[src/rtl/alarm_timekeeper_pkg.sv]
// Shared types for the alarm timekeeper: BCD time layout, write-target codes
// and the countdown timer state encoding.
package alarm_timekeeper_pkg;

  localparam int DIGIT_W = 4;
  localparam int BCD_W   = 6 * DIGIT_W;

  // HHMMSS with the hour tens digit in the most significant nibble
  typedef struct packed {
    logic [DIGIT_W-1:0] h_hi;
    logic [DIGIT_W-1:0] h_lo;
    logic [DIGIT_W-1:0] m_hi;
    logic [DIGIT_W-1:0] m_lo;
    logic [DIGIT_W-1:0] s_hi;
    logic [DIGIT_W-1:0] s_lo;
  } hms_t;

  localparam logic [3:0] TGT_TIME   = 4'd0;
  localparam logic [3:0] TGT_TIMER  = 4'd1;
  localparam logic [3:0] TGT_ALARM0 = 4'd2;

  typedef enum logic [1:0] {
    T_IDLE = 2'd0,
    T_RUN  = 2'd1,
    T_DONE = 2'd2
  } timer_state_e;

endpackage

[src/rtl/alarm_timekeeper_bcd_hms_step.sv]
// One-second BCD step (up or down) of an HHMMSS value, plus a range check of a
// candidate load value. 23:59:59 wraps up to 00:00:00 and back down again.
module bcd_hms_step
  import alarm_timekeeper_pkg::*;
(
  input  logic [BCD_W-1:0] val,
  input  logic             down,
  input  logic [BCD_W-1:0] chk,
  output logic [BCD_W-1:0] nxt,
  output logic             chk_ok
);

  hms_t v;
  hms_t c;
  hms_t r;

  assign v = val;
  assign c = chk;

  always_comb begin
    r = v;
    if (!down) begin
      if (v.s_lo != 4'd9) r.s_lo = v.s_lo + 4'd1;
      else begin
        r.s_lo = 4'd0;
        if (v.s_hi != 4'd5) r.s_hi = v.s_hi + 4'd1;
        else begin
          r.s_hi = 4'd0;
          if (v.m_lo != 4'd9) r.m_lo = v.m_lo + 4'd1;
          else begin
            r.m_lo = 4'd0;
            if (v.m_hi != 4'd5) r.m_hi = v.m_hi + 4'd1;
            else begin
              r.m_hi = 4'd0;
              if (v.h_hi == 4'd2 && v.h_lo == 4'd3) begin
                r.h_hi = 4'd0;
                r.h_lo = 4'd0;
              end else if (v.h_lo == 4'd9) begin
                r.h_lo = 4'd0;
                r.h_hi = v.h_hi + 4'd1;
              end else begin
                r.h_lo = v.h_lo + 4'd1;
              end
            end
          end
        end
      end
    end else begin
      if (v.s_lo != 4'd0) r.s_lo = v.s_lo - 4'd1;
      else begin
        r.s_lo = 4'd9;
        if (v.s_hi != 4'd0) r.s_hi = v.s_hi - 4'd1;
        else begin
          r.s_hi = 4'd5;
          if (v.m_lo != 4'd0) r.m_lo = v.m_lo - 4'd1;
          else begin
            r.m_lo = 4'd9;
            if (v.m_hi != 4'd0) r.m_hi = v.m_hi - 4'd1;
            else begin
              r.m_hi = 4'd5;
              if (v.h_lo != 4'd0) r.h_lo = v.h_lo - 4'd1;
              else if (v.h_hi != 4'd0) begin
                r.h_lo = 4'd9;
                r.h_hi = v.h_hi - 4'd1;
              end else begin
                r.h_hi = 4'd2;
                r.h_lo = 4'd3;
              end
            end
          end
        end
      end
    end
  end

  assign nxt = r;

  assign chk_ok = ((c.h_hi < 4'd2 && c.h_lo <= 4'd9) || (c.h_hi == 4'd2 && c.h_lo <= 4'd3))
               && (c.m_hi <= 4'd5) && (c.m_lo <= 4'd9)
               && (c.s_hi <= 4'd5) && (c.s_lo <= 4'd9);

endmodule

[src/rtl/alarm_timekeeper.sv]
// Real-time clock with BCD time of day, alarm channels, a countdown timer,
// a timed buzzer and a registered 12/24-hour display view.
module alarm_timekeeper
  import alarm_timekeeper_pkg::*;
#(
  parameter int TICK_DIV   = 12000000,
  parameter int NUM_ALARMS = 4,
  parameter int BUZZ_SECS  = 10
) (
  input  logic                  clk,
  input  logic                  rst,
  input  logic                  wr_en,
  input  logic [3:0]            wr_target,
  input  logic [BCD_W-1:0]      wr_bcd,
  input  logic                  mode12,
  input  logic [NUM_ALARMS-1:0] alarm_en,
  input  logic                  timer_start,
  input  logic                  ack,
  output logic [BCD_W-1:0]      time_bcd,
  output logic [BCD_W-1:0]      disp_bcd,
  output logic                  pm,
  output logic [BCD_W-1:0]      timer_bcd,
  output logic                  sec_tick,
  output logic                  timer_done,
  output logic                  wr_err,
  output logic                  buzzer,
  output logic [NUM_ALARMS-1:0] alarm_hit
);

  localparam int               DIV_W     = (TICK_DIV > 2) ? $clog2(TICK_DIV) : 1;
  localparam logic [DIV_W-1:0] DIV_LAST  = DIV_W'(TICK_DIV - 1);
  localparam logic [7:0]       BUZZ_LOAD = 8'(BUZZ_SECS);

  logic [DIV_W-1:0]      div_cnt;
  logic [BCD_W-1:0]      alarm_q [NUM_ALARMS];
  timer_state_e          t_state;
  logic [7:0]            buzz_cnt;

  logic [BCD_W-1:0]      time_inc;
  logic [BCD_W-1:0]      timer_dec;
  logic                  time_chk_ok;
  logic                  timer_chk_ok;
  logic [BCD_W-1:0]      time_nxt;
  logic                  time_chg;
  logic                  tgt_exists;
  logic                  time_wr;
  logic                  timer_wr;
  logic                  alarm_wr;
  logic                  timer_hit;
  logic                  buzz_evt;
  logic [NUM_ALARMS-1:0] alarm_match;
  logic [BCD_W:0]        disp_nxt;

  // Maps a 24-hour value to {pm, display}; hours 00 and 12 both show as 12.
  function automatic logic [BCD_W:0] fmt_disp(input logic [BCD_W-1:0] t, input logic m12);
    hms_t       v;
    logic [4:0] h;
    logic [4:0] h12;
    logic       pm_f;
    v    = t;
    h    = 5'(v.h_hi) * 5'd10 + 5'(v.h_lo);
    pm_f = 1'b0;
    if (m12) begin
      pm_f = (h >= 5'd12);
      if (h == 5'd0)      h12 = 5'd12;
      else if (h > 5'd12) h12 = h - 5'd12;
      else                h12 = h;
      v.h_hi = (h12 >= 5'd10) ? 4'd1 : 4'd0;
      v.h_lo = 4'((h12 >= 5'd10) ? (h12 - 5'd10) : h12);
    end
    return {pm_f, v};
  endfunction

  bcd_hms_step u_time_step (
    .val    (time_bcd),
    .down   (1'b0),
    .chk    (wr_bcd),
    .nxt    (time_inc),
    .chk_ok (time_chk_ok)
  );

  bcd_hms_step u_timer_step (
    .val    (timer_bcd),
    .down   (1'b1),
    .chk    (wr_bcd),
    .nxt    (timer_dec),
    .chk_ok (timer_chk_ok)
  );

  assign sec_tick   = (div_cnt == DIV_LAST);
  assign tgt_exists = int'(wr_target) < (NUM_ALARMS + 2);

  assign time_wr  = wr_en && (wr_target == TGT_TIME) && time_chk_ok;
  assign timer_wr = wr_en && (wr_target == TGT_TIMER) && timer_chk_ok && (t_state == T_IDLE);
  assign alarm_wr = wr_en && tgt_exists && (wr_target >= TGT_ALARM0) && time_chk_ok;

  // A time load replaces the tick advance, so a coincident tick is lost.
  assign time_nxt = time_wr ? wr_bcd : (sec_tick ? time_inc : time_bcd);
  assign time_chg = (time_nxt != time_bcd);

  always_comb begin
    alarm_match = '0;
    for (int k = 0; k < NUM_ALARMS; k++) begin
      alarm_match[k] = alarm_en[k] && time_chg && (time_nxt == alarm_q[k]);
    end
  end

  assign timer_hit = (t_state == T_RUN) && sec_tick && (timer_dec == '0);
  assign buzz_evt  = (|alarm_match) || timer_hit;
  assign disp_nxt  = fmt_disp(time_bcd, mode12);

  always_ff @(posedge clk) begin
    if (rst) begin
      div_cnt    <= '0;
      time_bcd   <= '0;
      timer_bcd  <= '0;
      t_state    <= T_IDLE;
      timer_done <= 1'b0;
      wr_err     <= 1'b0;
      alarm_hit  <= '0;
      buzzer     <= 1'b0;
      buzz_cnt   <= '0;
      disp_bcd   <= '0;
      pm         <= 1'b0;
      for (int k = 0; k < NUM_ALARMS; k++) alarm_q[k] <= '0;
    end else begin
      div_cnt  <= (time_wr || sec_tick) ? '0 : div_cnt + DIV_W'(1);
      time_bcd <= time_nxt;
      wr_err   <= wr_en && !(time_wr || timer_wr || alarm_wr);

      for (int k = 0; k < NUM_ALARMS; k++) begin
        if (alarm_wr && (wr_target == TGT_ALARM0 + 4'(k))) alarm_q[k] <= wr_bcd;
      end

      timer_done <= timer_hit;
      case (t_state)
        T_IDLE: begin
          if (timer_wr) timer_bcd <= wr_bcd;
          else if (timer_start && (timer_bcd != '0)) t_state <= T_RUN;
        end
        T_RUN: begin
          if (sec_tick) begin
            timer_bcd <= timer_dec;
            if (timer_dec == '0) t_state <= T_DONE;
          end
        end
        T_DONE: begin
          if (ack) t_state <= T_IDLE;
        end
        default: t_state <= T_IDLE;
      endcase

      alarm_hit <= ack ? '0 : (alarm_hit | alarm_match);

      // Each new event reloads the full on-time, even while already sounding.
      if (ack) begin
        buzzer   <= 1'b0;
        buzz_cnt <= '0;
      end else if (buzz_evt) begin
        buzzer   <= 1'b1;
        buzz_cnt <= BUZZ_LOAD;
      end else if (buzzer && sec_tick) begin
        buzz_cnt <= buzz_cnt - 8'd1;
        if (buzz_cnt <= 8'd1) buzzer <= 1'b0;
      end

      // stage p1: display view follows time_bcd by one cycle
      {pm, disp_bcd} <= disp_nxt;
    end
  end

endmodule

[config.mk]
export PLATFORM = sky130hd
export DESIGN_NAME = alarm_timekeeper
export DESIGN_NICKNAME = d
export VERILOG_FILES = /design/src/rtl/alarm_timekeeper_pkg.sv /design/src/rtl/alarm_timekeeper_bcd_hms_step.sv /design/src/rtl/alarm_timekeeper.sv
export SDC_FILE = /design/constraint.sdc
export NUM_CORES = 1
export LEC_CHECK = 0
export ABC_AREA = 1
export CAP_MARGIN = 15
export CORE_MARGIN = 3
export CORE_UTILIZATION = 40
export DETAILED_ROUTE_END_ITERATION = 10
export GPL_TIMING_DRIVEN = 0
export PLACE_DENSITY = 0.59
export SYNTH_ARGS = -nofsm -noshare
export SYNTH_HDL_FRONTEND = slang
export SYNTH_SLANG_ARGS = --single-unit
[constraint.sdc]
create_clock -name clk -period 8.2 [get_ports clk]
set_input_delay 2.46 -clock clk [delete_from_list [all_inputs] [get_ports clk]]
set_output_delay 2.46 -clock clk [all_outputs]
set_load 0.02 [all_outputs]
# Yosys cells after proc, flatten, opt, wreduce, memory -nomap -nowiden

Memory sizes are Yosys's and may differ from the RTL's.
Cells that the tools add are included.

Mux-type cells: 62
Add/sub/neg operators: 17
Reduce and logical (&&, ||, !) cells: 60
Multiply operators: 1
Bitwise gates (word level): 6
Order comparisons: 13
Equality and inequality tests: 27

Operators with widths:

| operator                | count |
|---|---|
| $mux W24                | 8 |
| $eq A24 B24 Y1          | 4 |
| $mux W4                 | 15 |
| $pmux W24 S2            | 1 |
| $mux W20                | 2 |
| $mux W8                 | 5 |
| $logic_and A1 B1 Y1     | 32 |
| $mux W16                | 2 |
| $add A24 B1 Y24 const B | 1 |
| $add A4 B1 Y4 const B   | 6 |
| $eq A24 B24 Y1 const B  | 1 |
| $logic_not A24 Y1       | 1 |
| $mux W12                | 2 |
| $ne A24 B24 Y1          | 1 |
| $reduce_bool A24 Y1     | 1 |
| $reduce_bool A4 Y1      | 6 |
| $sub A4 B1 Y4 const B   | 6 |
| $eq A4 B2 Y1 const B    | 5 |
| $mux W1                 | 18 |
| $mux W5                 | 3 |
| $le A4 B4 Y1 const B    | 3 |
| $ge A5 B4 Y1 const B    | 2 |
| $mux W2                 | 5 |
| $eq A4 B3 Y1 const B    | 2 |
| other kinds (36)        | 54 |

Word-level logic and storage cells: 199
Bits in registers: 114
Memories: 1
Input port bits: 38
Memory bits (writable): 96

Memories:

| memory  | depth | width | rd ports | clocked after memory_dff | wr ports | line                   | RTL |
|---|---|---|---|---|---|---|---|
| alarm_q | 4     | 24    | 4        | 0                        | 4        | alarm_timekeeper.sv:35 | `logic [BCD_W-1:0] alarm_q [NUM_ALARMS];` |

# Longest topological paths before layout

Word-level depth: 16
Gate-level depth with buffers: 24
Depth with buffers taken out: 23

# Cells and area by module

A second synthesis with hierarchy kept.

Cells, all modules: 2211
Area, all modules: 14829.2 um^2

Modules (own cells, without submodules):

| module                      | seq. area each (um^2) | area an instance (um^2) | cells each | instances |
|---|---|---|---|---|
| alarm_timekeeper            | 5165.0                | 11662.4                 | 1596       | 1 |
| bcd_hms_step (u_time_step)  | 0.0                   | 1602.8                  | 322        | 1 |
| bcd_hms_step (u_timer_step) | 0.0                   | 1564.0                  | 293        | 1 |

# Least setup slack after synthesis

Ideal clock, no wire load.

Path kind: input port to flip-flop
From: input wr_bcd[2]
To: register buzz_cnt[0]
Stages: 17
Arrival time: 4492 ps
Path slack: 3643 ps
Data required time: 8134 ps
Cells stage by stage: o21ai_0 nand3_1 nor3_4 nand2_1 nand2_2 nand2_1 nand2_1 nand2_1 nor2_1 nand3_1 nor2_1 nand3_2 nand2_1 nand2_1 nor2_2 nand3_2 nor2_1

Longest elaborated chain between the ends: 10
Elaborated cells between the ends (all ways): 20
Those cells by class: 1 x order compare; 5 x eq/ne; 1 x mux; 13 x reduce/logical

RTL lines:

| item                                  | line                                | RTL |
|---|---|---|
| start, declared                       | alarm_timekeeper.sv:14              | `input logic [BCD_W-1:0] wr_bcd,` |
| $le A4 B4 Y1                          | alarm_timekeeper_bcd_hms_step.sv:80 | `&& (c.s_hi <= 4'd5) && (c.s_lo <= 4'd9);` |
| $logic_and A1 B1 Y1                   | alarm_timekeeper_bcd_hms_step.sv:80 |  |
| $logic_and A1 B1 Y1                   | alarm_timekeeper.sv:93              | `assign time_wr = wr_en && (wr_target == TGT_TIME) && time_chk_ok;` |
| $mux W24 (*)                          | alarm_timekeeper.sv:98              | `assign time_nxt = time_wr ? wr_bcd : (sec_tick ? time_inc : time_bcd);` |
| $ne A24 B24 Y1                        | alarm_timekeeper.sv:99              | `assign time_chg = (time_nxt != time_bcd);` |
| $logic_and A1 B1 Y1 (2 in a row)      | alarm_timekeeper.sv:104             | `alarm_match[k] = alarm_en[k] && time_chg && (time_nxt == alarm_q[k]);` |
| $reduce_or A4 Y1 (*)                  | alarm_timekeeper.sv:109             | `assign buzz_evt = (\|alarm_match) \|\| timer_hit;` |
| $logic_or A1 B1 Y1 (*)                | alarm_timekeeper.sv:109             |  |
| $reduce_or A3 Y1 (no source line) (*) | -                                   |  |
| end signal, assigned                  | alarm_timekeeper.sv:163             | `buzz_cnt <= buzz_cnt - 8'd1;` |
| end, declared                         | alarm_timekeeper.sv:37              | `logic [7:0] buzz_cnt;` |

Every way passes the cells marked *; elsewhere a longest branch is shown, timed or not.
A chain may end at the register's enable or synchronous reset.

# Worst setup path in the final report

From: input wr_bcd[3]
To: register buzz_cnt[5]

Same word-level chain as after synthesis.

==> report_table.html <==
<table>
<tr><th>Metric</th><th>Value</th></tr>
<tr><th colspan="2">Drt</th></tr>
<tr><td>Count of vias placed by the detailed router</td><td>roughly 12000</td></tr>
<tr><td>ANT nets after route</td><td>0</td></tr>
<tr><td>Starting DRT DRC Count</td><td>~1000</td></tr>
<tr><td>Wire length after detailed routing</td><td>roughly 40000 microns</td></tr>
<tr><td>Number of remaining DRC errors</td><td>0</td></tr>
<tr><td>Detailed-route vias per instance</td><td>5.06</td></tr>
<tr><td>Number of detailed-routing iterations run before antenna repair</td><td>7</td></tr>
<tr><td>Detail-routed net length per standard cell</td><td>between 15 and 20 microns</td></tr>
<tr><th colspan="2">Power and ir drop</th></tr>
<tr><td>Power per cell area</td><td>approximately 170 nW/um^2</td></tr>
<tr><td>Gate power share</td><td>0.054</td></tr>
<tr><td>Worst IR drop on VDD</td><td>0.143 mV</td></tr>
<tr><td>NetSw</td><td>0.560 mW</td></tr>
<tr><td>Sequential Power Share</td><td>0.462</td></tr>
<tr><td>Clk pwr share</td><td>0.484</td></tr>
<tr><td>Net switching share of the total power</td><td>0.228</td></tr>
<tr><td>Internal power summed over all cells</td><td>approximately 1.9 mW</td></tr>
<tr><td>Leakage</td><td>roughly 6.5 nW</td></tr>
<tr><th colspan="2">Synth</th></tr>
<tr><td>Sequential-to-total area share from yosys stat</td><td>0.421</td></tr>
<tr><td>Count of yosys warnings during synthesis</td><td>0</td></tr>
<tr><td>Post-synth cell types</td><td>52</td></tr>
<tr><td>Synth area leaders</td><td>sky130_fd_sc_hd__edfxtp_1, sky130_fd_sc_hd__dfxtp_1, sky130_fd_sc_hd__nand2_1</td></tr>
<tr><td>Simple-gate share of the synthesized area</td><td>0.361</td></tr>
<tr><td>Count of flip-flops with a built-in enable after synthesis</td><td>96</td></tr>
<tr><td>Share of the synthesized area in the top cell type</td><td>0.235</td></tr>
<tr><td>Library cell occupying the most area in the post-synthesis netlist</td><td>sky130_fd_sc_hd__edfxtp_1</td></tr>
<tr><td>Synth Flop Type</td><td>sky130_fd_sc_hd__dfxtp_1</td></tr>
<tr><td>Mux cell area share after synthesis</td><td>0.000918</td></tr>
<tr><td>Post-Synth XOR/XNOR Area</td><td>0.0343</td></tr>
<tr><td>Synthesized-area fraction occupied by adder cells</td><td>0.0220</td></tr>
<tr><td>Main combinational cell family by area after synthesis</td><td>simple AND/OR/NAND/NOR gates</td></tr>
<tr><td>Synth Area per Inst</td><td>between 7 and 8 sq um</td></tr>
<tr><td>Most common cell in the synthesized netlist</td><td>sky130_fd_sc_hd__nand2_1</td></tr>
<tr><td>Top post-synthesis cells by count</td><td>sky130_fd_sc_hd__nand2_1, sky130_fd_sc_hd__nor2_1, sky130_fd_sc_hd__inv_1, sky130_fd_sc_hd__nand3_1, sky130_fd_sc_hd__dfxtp_1</td></tr>
<tr><td>Total standard cell area after synthesis</td><td>about 12000 sq um</td></tr>
<tr><td>Share of async-settable or async-resettable flops after synthesis</td><td>0</td></tr>
<tr><td>Number of flip-flops and latches in the synthesized netlist</td><td>210</td></tr>
<tr><td>Number of standard cells after synthesis</td><td>roughly 1700</td></tr>
<tr><td>Compound-gate portion of the synthesized area</td><td>0.0729</td></tr>
<tr><th colspan="2">CTS</th></tr>
<tr><td>Clk root buf</td><td>sky130_fd_sc_hd__clkbuf_16</td></tr>
<tr><td>Post-CTS setup buffer count</td><td>0</td></tr>
<tr><td>Number of sinks handled by clock tree synthesis</td><td>210</td></tr>
<tr><td>Num CTS Buffers</td><td>25</td></tr>
<tr><td>Max Buffers Root-to-Sink</td><td>3</td></tr>
<tr><td>Clock transition at path regs</td><td>around 60 ps</td></tr>
<tr><td>Skew-Pair Late Insertion Delay</td><td>between 500 and 600 ps</td></tr>
<tr><td>Max H-tree Level</td><td>1</td></tr>
<tr><td>Post-CTS Resized</td><td>0</td></tr>
<tr><td>Hold-fix buffer count after cts</td><td>0</td></tr>
<tr><td>CTS tree</td><td>yes</td></tr>
<tr><th colspan="2">Final layout</th></tr>
<tr><td>Fraction of final layout cells with drive strength greater than 1</td><td>0.0792</td></tr>
<tr><td>Filler Cells Inserted</td><td>approximately 3000</td></tr>
<tr><td>Layout Utilization</td><td>0.497</td></tr>
<tr><td>Layout overhead on the synthesized area</td><td>21.5%</td></tr>
<tr><td>Final net count</td><td>1921</td></tr>
<tr><th colspan="2">Status</th></tr>
<tr><td>Result of the run</td><td>completed</td></tr>
<tr><th colspan="2">GRT</th></tr>
<tr><td>Global-route wire length before repair</td><td>approximately 61000 microns</td></tr>
<tr><td>Vias in the first global route</td><td>roughly 11000</td></tr>
<tr><td>Pin count of the biggest net entering global routing</td><td>25</td></tr>
<tr><td>Routing usage on met3</td><td>0.0405</td></tr>
<tr><td>Final global-route overflow total</td><td>0</td></tr>
<tr><td>Total Routing Usage GR</td><td>0.235</td></tr>
<tr><td>Global-route track usage on met2</td><td>0.395</td></tr>
<tr><td>Busiest layer in global routing</td><td>met2</td></tr>
<tr><td>GRT met1 Usage</td><td>0.306</td></tr>
<tr><td>Initial antenna violation count</td><td>0</td></tr>
<tr><th colspan="2">Critical path</th></tr>
<tr><td>Element type at the critical path start</td><td>input port</td></tr>
<tr><td>CP Data Required Time</td><td>around 8700 ps</td></tr>
<tr><td>Critical Path AT</td><td>around 6400 ps</td></tr>
<tr><td>Category of the most critical setup path</td><td>in2reg</td></tr>
<tr><td>CP endpoint kind</td><td>register</td></tr>
<tr><td>Worst-path maximum fanout</td><td>10</td></tr>
<tr><th colspan="2">Timing</th></tr>
<tr><td>Time the final worst path needs with I/O delays and setup</td><td>5920 ps</td></tr>
<tr><td>Total negative setup slack</td><td>0 ps</td></tr>
<tr><td>Final setup violating endpoints</td><td>0</td></tr>
<tr><td>Setup repair after global routing missed its margin</td><td>no</td></tr>
<tr><td>Least-Margin Pin Slew</td><td>1150 ps</td></tr>
<tr><td>Worst clock skew on the final layout</td><td>22.6 ps</td></tr>
<tr><td>Final hold vios</td><td>0</td></tr>
<tr><td>Tcrit/Tclk final</td><td>0.722</td></tr>
<tr><td>Worst max-slew margin expressed relative to the limit</td><td>0.234</td></tr>
<tr><td>Achievable Freq</td><td>about 170 MHz</td></tr>
<tr><td>Slew Limit Fails</td><td>0</td></tr>
<tr><th colspan="2">Place</th></tr>
<tr><td>Final GP Congestion</td><td>between 0.9 and 1</td></tr>
<tr><td>Input/output buffers</td><td>around 120</td></tr>
<tr><td>HPWL after DPL</td><td>30800 microns</td></tr>
<tr><th colspan="2">Min path</th></tr>
<tr><td>Type of the tightest min-delay check</td><td>reg2reg</td></tr>
<tr><th colspan="2">Die</th></tr>
<tr><td>Floorplan die area</td><td>32800 sq um</td></tr>
<tr><td>Total number of placement rows</td><td>63</td></tr>
<tr><td>Initial core utilization</td><td>0.409</td></tr>
<tr><td>Core Area</td><td>30000 sq um</td></tr>
<tr><td>Horizontal extent of the die</td><td>roughly 180 microns</td></tr>
<tr><td>Die Y</td><td>between 150 and 200 microns</td></tr>
<tr><td>I/O pin cnt</td><td>approximately 120</td></tr>
<tr><th colspan="2">Run</th></tr>
<tr><td>Max_cap viols</td><td>0</td></tr>
</table>
## worst max-delay path: stages
cell and delay [ps]:
sky130_fd_sc_hd__clkdlybuf4s50_1 590, sky130_fd_sc_hd__o21ai_0 220, sky130_fd_sc_hd__nand3_1 230, sky130_fd_sc_hd__nor3_4 740
sky130_fd_sc_hd__nand2_1 370, sky130_fd_sc_hd__nand2_2 250, sky130_fd_sc_hd__nand2_1 70, sky130_fd_sc_hd__nand2_1 50
sky130_fd_sc_hd__nand2_1 80, sky130_fd_sc_hd__nor2_1 150, sky130_fd_sc_hd__nand3_1 140, sky130_fd_sc_hd__nor2_1 130
sky130_fd_sc_hd__nand3_2 180, sky130_fd_sc_hd__nand2_1 150, sky130_fd_sc_hd__nand2_1 70, sky130_fd_sc_hd__nor2_2 170
sky130_fd_sc_hd__nand3_2 190, sky130_fd_sc_hd__nor2_1 140
## through the flow
stage	total power [mW]	std cells	instance area, sq um	hold WS (ps)	worst slack (ps)
finish	2.46	2272	14900	446	2280
global route	2.54	2271	14900	473	1950
CTS	2.48	2269	14900	456	2260
detailed placement	1.29	2223	14000	444	1690
global placement	1.29	2223	14000	429	1700
floorplan	1.23	1716	12300	418	3640
## cells by family after synthesis
family / count (synthesis)
and+or+nand+nor: 1003
buffers and inverters: 258
DFF: 210
AOI/OAI and AO/OA: 159
xor gates and xnor gates: 48
adders and majority gates: 21
other: 1
muxes: 1
## layout make-up
cell class	instances	area (sq um)	area share
well taps	390	488	0.0327
clock buffers	32	707	0.0474
plain buffers	51	292	0.0196
multi-input cells	1248	6080	0.408
flip-flops and latches	210	5160	0.347
repair buffers	119	1210	0.0814
clock inverters	14	173	0.0116
diodes	1	2.50	0.000168
inverters	207	777	0.0521
## state kept, by name, indices dropped and copies added (netlist names)
| name | flops |
|---|---|
| alarm_hit | 4 |
| disp_bcd | 24 |
| buzz_cnt | 8 |
| div_cnt | 24 |
| t_state | 2 |
| alarm_q | 96 |
| timer_done | 1 |
| buzzer | 1 |
| wr_err | 1 |
| timer_bcd | 24 |
| time_bcd | 24 |
| pm | 1 |
## layout by cell type (no fill, tap or decap), types with 8 or more instances in the layout
cell type / instances
sky130_fd_sc_hd__o21ai_0: 60
sky130_fd_sc_hd__clkbuf_16: 26
sky130_fd_sc_hd__nand2_2: 27
sky130_fd_sc_hd__nor2_1: 301
sky130_fd_sc_hd__conb_1: 16
sky130_fd_sc_hd__edfxtp_1: 96
sky130_fd_sc_hd__dfxtp_1: 114
sky130_fd_sc_hd__nand3_2: 12
sky130_fd_sc_hd__nand3b_1: 25
sky130_fd_sc_hd__buf_4: 17
sky130_fd_sc_hd__xnor2_1: 15
sky130_fd_sc_hd__clkbuf_1: 27
sky130_fd_sc_hd__ha_1: 20
sky130_fd_sc_hd__nand4_1: 22
sky130_fd_sc_hd__xor2_1: 33
sky130_fd_sc_hd__nand2_1: 421
sky130_fd_sc_hd__clkdlybuf4s50_1: 117
sky130_fd_sc_hd__nor3_1: 16
sky130_fd_sc_hd__inv_1: 197
sky130_fd_sc_hd__or2_2: 10
sky130_fd_sc_hd__nor2_2: 8
sky130_fd_sc_hd__a21oi_1: 60
sky130_fd_sc_hd__nand3_1: 138
## path summary, 6_finish.rpt
check,startpoint,to,slack [ps],cells past startpoint
hold reg to reg,div_cnt[0],div_cnt[0],450,1
setup reg to reg,time_bcd[22],disp_bcd[19],4600,19
hold / removal,div_cnt[0],div_cnt[0],450,1
setup / recovery,wr_bcd[3],buzz_cnt[5],2280,18
## per-layer routing
metal	vias up	wire length (microns)
met3	69	2860
met4	0	1340
met1	5212	16900
met2	429	18300
li1	5795	-
met5	-	0
## power by group through the flow
stage | Clock, mW | Combinational [mW] | Sequential, mW
3_5_place_dp | 0 | 0.128 | 1.16
4_1_cts | 1.21 | 0.129 | 1.14
6_report | 1.19 | 0.132 | 1.14
5_1_grt | 1.25 | 0.146 | 1.14
3_3_place_gp | 0 | 0.127 | 1.16
2_1_floorplan | 0 | 0.0700 | 1.16
Power figures use the tool's default switching activity.
